## config.mk

```make
export PLATFORM = sky130hd
export DESIGN_NAME = ps2_direction_decoder
export DESIGN_NICKNAME = d
export VERILOG_FILES = /design/src/rtl/ps2_direction_decoder.sv
export SDC_FILE = /design/constraint.sdc
export NUM_CORES = 1
export LEC_CHECK = 0
export BUFFER_PORTS_ARGS = -buffer_cell sky130_fd_sc_hd__buf_4
export CAP_MARGIN = 10
export CELL_PAD_IN_SITES_DETAIL_PLACEMENT = 1
export CELL_PAD_IN_SITES_GLOBAL_PLACEMENT = 1
export CORE_MARGIN = 2
export CORE_UTILIZATION = 30
export DETAILED_ROUTE_END_ITERATION = 10
export GPL_ROUTABILITY_DRIVEN = 0
export PLACE_DENSITY = 0.55
export SYNTH_ARGS = -nofsm -noshare
export SYNTH_HDL_FRONTEND = slang
export SYNTH_SLANG_ARGS = --single-unit
```

## constraint.sdc

```tcl
create_clock -name clk -period 1.8 [get_ports clk]
set_input_delay 0.54 -clock clk [delete_from_list [all_inputs] [get_ports clk]]
set_output_delay 0.54 -clock clk [all_outputs]
set_load 0.02 [all_outputs]
```

## src/rtl/ps2_direction_decoder.sv

```systemverilog
// ps2_direction_decoder: PS/2 keyboard receiver that turns arrow-key
// make/break sequences into a 2-bit snake direction (0 L, 1 R, 2 U, 3 D).
// Optional build macro PS2_DIR_WASD_EN: also accept the base WASD keys.
module ps2_direction_decoder #(
   parameter int TIMEOUT = 50000
) (
   input  logic       clk,
   input  logic       resetn,
   input  logic       ps2_clk,
   input  logic       ps2_dat,
   output logic [1:0] dir,
   output logic       dir_strobe,
   output logic       key_held,
   output logic       frame_err
);

   localparam logic [15:0] TO16 = TIMEOUT[15:0];

   typedef enum logic [1:0] {RX_IDLE, RX_DATA, RX_PARITY, RX_STOP} rx_e;
   typedef enum logic [1:0] {D_IDLE, D_EXT, D_BRK, D_EXT_BRK} dec_e;

   // {valid, code} for the E0-prefixed arrow keys
   function automatic logic [2:0] arrow_code(input logic [7:0] b);
      case (b)
         8'h6B:   arrow_code = 3'b100;
         8'h74:   arrow_code = 3'b101;
         8'h75:   arrow_code = 3'b110;
         8'h72:   arrow_code = 3'b111;
         default: arrow_code = 3'b000;
      endcase
   endfunction

`ifdef PS2_DIR_WASD_EN
   // {valid, code} for the unprefixed WASD keys
   function automatic logic [2:0] wasd_code(input logic [7:0] b);
      case (b)
         8'h1C:   wasd_code = 3'b100;
         8'h23:   wasd_code = 3'b101;
         8'h1D:   wasd_code = 3'b110;
         8'h1B:   wasd_code = 3'b111;
         default: wasd_code = 3'b000;
      endcase
   endfunction
`endif

   logic       clk_s1_q, clk_s2_q, clk_s3_q;
   logic       dat_s1_q, dat_s2_q;
   logic       fall;

   rx_e        rx_q;
   logic [2:0] cnt_q;
   logic [7:0] sr_q;
   logic       par_q;
   logic [15:0] wd_q;
   logic       byte_valid_q;
   logic [7:0] byte_q;
   logic       frame_err_q;

   dec_e       dec_q;
   logic [1:0] dir_q;
   logic       dir_strobe_q;
   logic       key_held_q;
   logic [7:0] held_code_q;
   logic       held_ext_q;

   logic [2:0] arrow_hit;
   assign arrow_hit = arrow_code(byte_q);
`ifdef PS2_DIR_WASD_EN
   logic [2:0] wasd_hit;
   assign wasd_hit = wasd_code(byte_q);
`endif

   // Two-flop synchronisers; idle-high preset so reset never fakes an edge
   always_ff @(posedge clk or negedge resetn) begin
      if (!resetn) begin
         clk_s1_q <= 1'b1;
         clk_s2_q <= 1'b1;
         clk_s3_q <= 1'b1;
         dat_s1_q <= 1'b1;
         dat_s2_q <= 1'b1;
      end else begin
         clk_s1_q <= ps2_clk;
         clk_s2_q <= clk_s1_q;
         clk_s3_q <= clk_s2_q;
         dat_s1_q <= ps2_dat;
         dat_s2_q <= dat_s1_q;
      end
   end

   assign fall = clk_s3_q & ~clk_s2_q;

   // Frame receiver with mid-frame watchdog; a real edge beats expiry
   always_ff @(posedge clk or negedge resetn) begin
      if (!resetn) begin
         rx_q         <= RX_IDLE;
         cnt_q        <= '0;
         sr_q         <= '0;
         par_q        <= 1'b0;
         wd_q         <= '0;
         byte_valid_q <= 1'b0;
         byte_q       <= '0;
         frame_err_q  <= 1'b0;
      end else begin
         byte_valid_q <= 1'b0;
         frame_err_q  <= 1'b0;
         if (rx_q == RX_IDLE || fall) begin
            wd_q <= '0;
         end else if (wd_q == TO16) begin
            wd_q        <= '0;
            rx_q        <= RX_IDLE;
            cnt_q       <= '0;
            frame_err_q <= 1'b1;
         end else begin
            wd_q <= wd_q + 16'd1;
         end
         if (fall) begin
            case (rx_q)
               RX_IDLE: begin
                  if (!dat_s2_q) begin
                     rx_q  <= RX_DATA;
                     cnt_q <= '0;
                  end
               end
               RX_DATA: begin
                  sr_q  <= {dat_s2_q, sr_q[7:1]};
                  cnt_q <= cnt_q + 3'd1;
                  if (cnt_q == 3'd7) rx_q <= RX_PARITY;
               end
               RX_PARITY: begin
                  par_q <= dat_s2_q;
                  rx_q  <= RX_STOP;
               end
               default: begin
                  if (dat_s2_q && (^{par_q, sr_q})) begin
                     byte_valid_q <= 1'b1;
                     byte_q       <= sr_q;
                  end else begin
                     frame_err_q  <= 1'b1;
                  end
                  rx_q <= RX_IDLE;
               end
            endcase
         end
      end
   end

   // Prefix tracker and direction outputs; moves only on good bytes
   always_ff @(posedge clk or negedge resetn) begin
      if (!resetn) begin
         dec_q        <= D_IDLE;
         dir_q        <= 2'd1;
         dir_strobe_q <= 1'b0;
         key_held_q   <= 1'b0;
         held_code_q  <= '0;
         held_ext_q   <= 1'b0;
      end else begin
         dir_strobe_q <= 1'b0;
         if (byte_valid_q) begin
            case (dec_q)
               D_IDLE: begin
                  if (byte_q == 8'hE0) dec_q <= D_EXT;
                  else if (byte_q == 8'hF0) dec_q <= D_BRK;
`ifdef PS2_DIR_WASD_EN
                  else if (wasd_hit[2]) begin
                     dir_q        <= wasd_hit[1:0];
                     dir_strobe_q <= 1'b1;
                     key_held_q   <= 1'b1;
                     held_code_q  <= byte_q;
                     held_ext_q   <= 1'b0;
                  end
`endif
               end
               D_EXT: begin
                  if (byte_q == 8'hF0) begin
                     dec_q <= D_EXT_BRK;
                  end else begin
                     if (arrow_hit[2]) begin
                        dir_q        <= arrow_hit[1:0];
                        dir_strobe_q <= 1'b1;
                        key_held_q   <= 1'b1;
                        held_code_q  <= byte_q;
                        held_ext_q   <= 1'b1;
                     end
                     dec_q <= D_IDLE;
                  end
               end
               D_EXT_BRK: begin
                  if (held_ext_q && byte_q == held_code_q) key_held_q <= 1'b0;
                  dec_q <= D_IDLE;
               end
               default: begin
`ifdef PS2_DIR_WASD_EN
                  if (!held_ext_q && byte_q == held_code_q) key_held_q <= 1'b0;
`endif
                  dec_q <= D_IDLE;
               end
            endcase
         end
      end
   end

   assign dir        = dir_q;
   assign dir_strobe = dir_strobe_q;
   assign key_held   = key_held_q;
   assign frame_err  = frame_err_q;

endmodule
```

==> flow_metrics.py, run 1 <==
metrics = {
    "status": {
        "status": "finished, violations left",
        "violations": "negative setup slack",
    },
    "floorplan": {
        "coreArea_um2": 9200,
        "core.rowCount": 35,
        "dieArea_um2": 10200,
        "die_width_um": 101,
        "die_h_um": 101,
        "ios": 9,
        "initial_utilization_pct": 30.8,
    },
    "critical_path": {
        "cpPeakStageDelay_ps": 480,
        "path_buf_inv": 1,
        "slowest_stage": "xnor3_2",
        "arrival_ps": 2060,
        "worstSetupEndpointType": "register",
        "crit_path_start_kind": "register",
        "crit_type": "reg2reg",
        "crit_fanout": 9,
        "critPathTopFamily": "XOR/XNOR gates",
        "cp.required_ps": 2020,
        "path_cells": "xnor2_1 -> xnor3_2 -> mux2i_4 -> buf_12 -> mux2_2",
    },
    "logic_synthesis": {
        "ys_seq_elements": 60,
        "synth.distinct_cells": 44,
        "syn_inst": 244,
        "synthAdderAreaFrac_pct": 1.77,
        "syn_area_per_cell_um2": 11.6,
        "synthTopCellsByCount": "54 x dfrtp_1, 25 x mux2_2, 16 x nor2_1, 16 x xnor2_1, 13 x inv_1",
        "muxShareOfSynthArea_pct": 11.1,
        "yosysTopAreaCell": "dfrtp_1",
        "synth_ff_type": "dfrtp_1",
        "synth_top_family_by_area": "simple AND/OR/NAND/NOR gates",
        "synth_xor_xnor_area_share_pct": 9.59,
        "seq_area_frac_synth_pct": 53.3,
        "yosysWarnings": 0,
        "synth_compound_area_share_pct": 5.61,
        "synth_edf_count": 0,
        "synth_nets": 252,
        "synthesis.area_um2": 2830,
        "synthArstFlopShare_pct": 100,
        "synth_area_leaders": "dfrtp_1 48%, mux2_2 9.9%, dfstp_2 5.6%",
        "yosys.area_share.simple_pct": 15.7,
        "netlist.area_leader.share_pct": 47.7,
        "synth_most_common_cell": "dfrtp_1",
    },
    "cells_and_area": {
        "antenna_cells": 0,
        "stdcell_count": 406,
        "areaGrowthSynthToFinish_pct": 23.7,
        "postLayoutCellArea_um2": 3500,
        "final_net_count": 298,
        "drive_gt1_share_pct": 32.2,
        "fill_cells": 1027,
    },
    "timing": {
        "rsz0062_at_grt": "true",
        "tightest_slew_ps": 417,
        "worst_clock_skew_ps": 7.12,
        "drv_slew": 0,
        "final-hold-violation-count": 0,
        "period_minus_slack_ps": 1840,
        "setup_slack_ps": -41.8,
        "setup_viol": 8,
        "slew_headroom_pct": 72.2,
        "max_freq_ghz": 0.543,
        "fin_crit_sh_pct": 102,
    },
    "grt": {
        "grt_antenna_before_repair": 0,
        "use_met2_pct": 21.7,
        "grt_pass1_vias": 2138,
        "grt_use_met1_pct": 16.7,
        "use_met3_pct": 4.35,
        "top_usage_layer": "met2",
        "grt_overflow": 0,
        "grt_max_degree": 40,
        "grt_pass1_wl_um": 10500,
        "grt_usage_pct": 13.2,
    },
    "route": {
        "routed_wl_um": 5800,
        "drtAntennaViolNets": 0,
        "wl_per_cell_um": 14.3,
        "drc": 0,
        "firstDrtPassIters": 4,
        "drt_iter0_markers": 15,
        "via_per_inst": 4.77,
        "vias": 1938,
    },
    "clock_tree": {
        "cts_inserted_buffers": 9,
        "cts_buffer_depth": 2,
        "cts.clk_slew.worst_paths_ps": 70,
        "hold_buffers": 0,
        "h-tree-depth": 3,
        "cts_tree": "done",
        "cts.sinks": 60,
        "clk_latency_ps": 340,
        "cts_root_buf": "clkbuf_8",
    },
    "power_and_ir_drop": {
        "leakage_nw": 1.57,
        "p_per_area_nw_per_um2": 1010,
        "clock_power_share_pct": 33.8,
        "power.switching_uw": 907,
        "vdd_ir_drop_max_mv": 0.346,
        "switching_share_pct": 25.7,
        "p_comb_share_pct": 22.1,
        "p_int_mw": 2.62,
        "sequentialPowerShare_pct": 44.1,
    },
    "run": {
        "cap_violations": 0,
    },
    "place": {
        "port_buffers": 8,
        "dp_slack_ps": -101,
        "place_inst": 387,
        "place_area_um2": 3260,
        "place_hpwl_um": 3980,
    },
    "min_path": {
        "worstHoldPathType": "in2async",
    },
}
-- worst paths after layout --
kind / end / slack [ps] / from / cells after the start
setup / recovery: byte_q[5] / -40 / sr_q[4] / 5
min in group clk: clk_s1_q / 310 / ps2_clk / 1
hold / removal: dec_q[1] / 100 / resetn / 1
max in group asynchronous: clk_s2_q / 1120 / resetn / 2
setup reg to reg: byte_q[5] / -40 / sr_q[4] / 5
hold reg to reg: clk_s2_q / 360 / clk_s1_q / 0
-- flip-flops by register name, summed over array words and instances (netlist names), 2 cells and up --
register and count:
sr_q 8, byte_q 8, dec_q 2, held_code_q 8, cnt_q 3, rx_q 2
dir 2, wd_q 16
-- cells by family (layout without fill, tap and decap cells) --
family          after synthesis  in the layout
mux                          27             27
compound gates               25             25
buf+inv                      21             72
flops                        60             60
xor+xnor                     26             26
simple gates                 81             81
fa+ha+maj                     4              4
-- stage by stage --
step / util, % / power (mW) / setup TNS, ps / hold WS [ps]
2_1_floorplan: - / 2.05 / 0 / 244
3_3_place_gp: 35.5 / 2.34 / -735 / 346
3_5_place_dp: 35.5 / 2.35 / -795 / 347
4_1_cts: 37.7 / 3.60 / -196 / 96.0
5_1_grt: 38.1 / 3.75 / -702 / 96.3
6_report: 38.1 / 3.52 / -302 / 103
-- routing by layer --
layer / vias to the layer above / part of all wire (%)
li1: 942 / -
met1: 975 / 47
met2: 15 / 49
met3: 6 / 2.9
met4: 0 / 0.71
met5: - / 0
-- cell type report --
type                       count  area (um2)  area share [%]
clock buffer                  14         153            4.36
clock inverter                 2        35.0            1.00
inverter                      13        48.8            1.39
multi-input combinational    163        1260            35.9
sequential                    60        1510            43.1
tap                          111         139            3.96
timing repair buffer          43         360            10.3
-- power groups by stage --
| stage | Sequential [mW] | Clock, mW | Combinational (mW) |
|---|---|---|---|
| floorplan | 1.56 | 0 | 0.484 |
| global placement | 1.57 | 0 | 0.766 |
| detailed placement | 1.58 | 0 | 0.776 |
| CTS | 1.55 | 1.26 | 0.784 |
| global route | 1.57 | 1.32 | 0.856 |
| finish | 1.55 | 1.19 | 0.779 |
-- repair_timing --
action	4_1_cts	5_1_grt
setup endpoints to repair	8	37
endpoints found under the hold margin	0	0
resized for setup	0	5
setup buffers	1	2
-- cell usage in the layout, fill, tap and decap left out, types with 2 or more instances in the layout --
cell type	netlist	routed
dfrtp_1	54	52
buf_4	0	40
mux2_2	25	25
nor2_1	16	16
xnor2_1	16	15
inv_1	13	13
nand3_1	11	11
clkbuf_8	0	10
nand2b_1	9	9
nand2_1	9	9
nand4_1	8	8
nor3_1	8	8
a21oi_1	8	8
xor2_1	7	7
dfstp_2	6	6
o21ai_0	4	4
ha_1	4	4
clkbuf_1	4	4
nor4_1	3	3
a22o_1	3	3
o22ai_1	3	3
buf_12	0	3
and4b_1	2	2
and3_1	2	2
or2_2	2	2
or3_1	2	2
nand3b_1	2	2
dfrtp_2	0	2
Note: power is estimated with default switching activity, not from simulation.
==> run 2: changes to the inputs <==
--- a/config.mk
+++ b/config.mk
@@ -9,8 +9,10 @@
 export CAP_MARGIN = 10
 export CELL_PAD_IN_SITES_DETAIL_PLACEMENT = 1
 export CELL_PAD_IN_SITES_GLOBAL_PLACEMENT = 1
+export CORE_ASPECT_RATIO = 0.7
 export CORE_MARGIN = 2
 export CORE_UTILIZATION = 30
+export CTS_CLUSTER_DIAMETER = 100
 export DETAILED_ROUTE_END_ITERATION = 10
 export GPL_ROUTABILITY_DRIVEN = 0
 export PLACE_DENSITY = 0.55
==> flow_metrics.py, run 2 (synthesized netlist as in run 1, its figures left out) <==
metrics = {
    "grt": {
        "grt_max_degree": 35,
        "grt_pass1_wl_um": 10800,
        "grt_pass1_vias": 2110,
        "grt_usage_pct": 13.8,
        "grt_antenna_before_repair": 0,
        "grt_overflow": 0,
    },
    "critical_path": {
        "reg2reg_slack_ps": -70,
        "cpPeakStageDelay_ps": 490,
        "slowest_stage": "xnor3_2",
        "worstReg2RegStart": "sr_q[5]",
        "path_cells": "xor2_1 -> xnor3_2 -> mux2i_4 -> buf_12 -> mux2_2",
        "cp.required_ps": 2010,
        "critPathTopFamily": "XOR/XNOR gates",
        "crit_fanout": 9,
        "arrival_ps": 2080,
        "worstSetupEndpointType": "register",
        "crit_path_start_kind": "register",
        "rr_endpoint": "byte_q[4]",
        "r2r_cells": 5,
        "crit_type": "reg2reg",
        "path_buf_inv": 1,
    },
    "route": {
        "drt_iter0_markers": 29,
        "vias": 1924,
        "routed_wl_um": 6100,
        "drc": 0,
        "drtAntennaViolNets": 0,
        "firstDrtPassIters": 4,
        "wl_per_cell_um": 14.6,
        "via_per_inst": 4.61,
    },
    "cells_and_area": {
        "postLayoutCoreUtil_pct": 39.4,
        "regMostFlops": "wd_q",
        "areaGrowthSynthToFinish_pct": 26.9,
        "final_net_count": 296,
        "antenna_cells": 0,
        "stdcell_count": 417,
        "drive_gt1_share_pct": 32.1,
        "postLayoutCellArea_um2": 3590,
        "largest_reg_flops": 16,
        "final_common_cell": "dfrtp_1",
        "final_cell_mix": "54 x dfrtp_1, 39 x buf_4, 20 x mux2_2",
    },
    "clock_tree": {
        "cts.sinks": 60,
        "cts.clk_slew.worst_paths_ps": 50,
        "h-tree-depth": 3,
        "clk_latency_ps": 330,
        "cts_tree": "done",
        "cts_root_buf": "clkbuf_16",
        "cts_inserted_buffers": 9,
        "cts_buffer_depth": 2,
    },
    "timing": {
        "setup_tns_ps": -397,
        "rsz0062_at_grt": "true",
        "setup_slack_ps": -71.0,
        "final-hold-violation-count": 0,
        "slew_headroom_pct": 70.0,
        "worst_clock_skew_ps": 3.17,
        "max_freq_ghz": 0.534,
        "tightest_slew_ps": 450,
        "period_minus_slack_ps": 1870,
        "fin_crit_sh_pct": 104,
        "setup_viol": 8,
        "whs_ps": 161,
        "drv_slew": 0,
    },
    "status": {
        "status": "finished, violations left",
        "violations": "negative setup slack",
    },
    "floorplan": {
        "coreArea_um2": 9110,
        "die_h_um": 85.3,
        "dieArea_um2": 10200,
        "die_width_um": 120,
        "ios": 9,
        "core.rowCount": 29,
        "initial_utilization_pct": 31.1,
    },
    "min_path": {
        "worstHoldPathType": "in2async",
    },
    "place": {
        "port_buffers": 8,
        "place_inst": 400,
        "place_hpwl_um": 4390,
        "place_area_um2": 3280,
        "dp_slack_ps": -45.4,
    },
    "power_and_ir_drop": {
        "p_per_area_nw_per_um2": 1130,
        "leakage_nw": 1.61,
        "vdd_ir_drop_max_mv": 0.518,
        "total_power_mw": 4.05,
    },
    "run": {
        "cap_violations": 0,
    },
}
run 2: cell count changes in the layout (fill, tap and decap cells not counted), sizes merged:
cell,delta
buf,-2
clkinvlp,+1
clkinv,+4
bufinv,-1
clkbuf,-4
run 2: repair_timing:
item / in CTS / in global routing
setup buffers: 1 / 0
hold buffers: 0 / 0
hold endpoints to repair: 0 / 0
resized for setup: 2 / 5
pin swaps: 0 / 3
endpoints found under the setup margin: 8 / 30
run 2: worst register-to-register path: stages, from the launching register on:
cell and delay, ps:
dfrtp_1 390, xor2_1 190, xnor3_2 490, mux2i_4 200
buf_12 160, mux2_2 330
run 2: where the power goes:
part           leakage (nW)  total [mW]  switching (mW)  internal [mW]
Sequential            0.805        1.55          0.0927           1.46
Combinational         0.662       0.922           0.352          0.570
Clock                 0.138        1.58           0.613          0.963
run 2: worst max path at each step:
stage	to	slack, ps	cells after the start	start
after floorplan	byte_q[0]	10	4	sr_q[4]
after global placement	byte_q[0]	-20	5	sr_q[4]
after detailed placement	byte_q[0]	-50	5	sr_q[4]
after CTS	byte_q[7]	-60	5	sr_q[4]
after global routing	byte_q[4]	-130	5	sr_q[5]
final	byte_q[4]	-70	5	sr_q[5]
run 2: layer usage:
metal	vias up	global-route usage [%]	wire length, um
met5	-	0	0
met4	0	4.17	81
met3	8	5.78	239
met2	18	19.3	2470
met1	952	19.5	3310
li1	946	-	-
run 2: layout make-up:
| cell class | instances | area [um2] |
|---|---|---|
| clock buffer | 10 | 239 |
| clock inverter | 6 | 40.0 |
| fill | 977 | 5520 |
| inverter | 13 | 48.8 |
| multi-input combinational | 163 | 1270 |
| sequential | 60 | 1510 |
| tap | 124 | 155 |
| timing repair buffer | 41 | 333 |
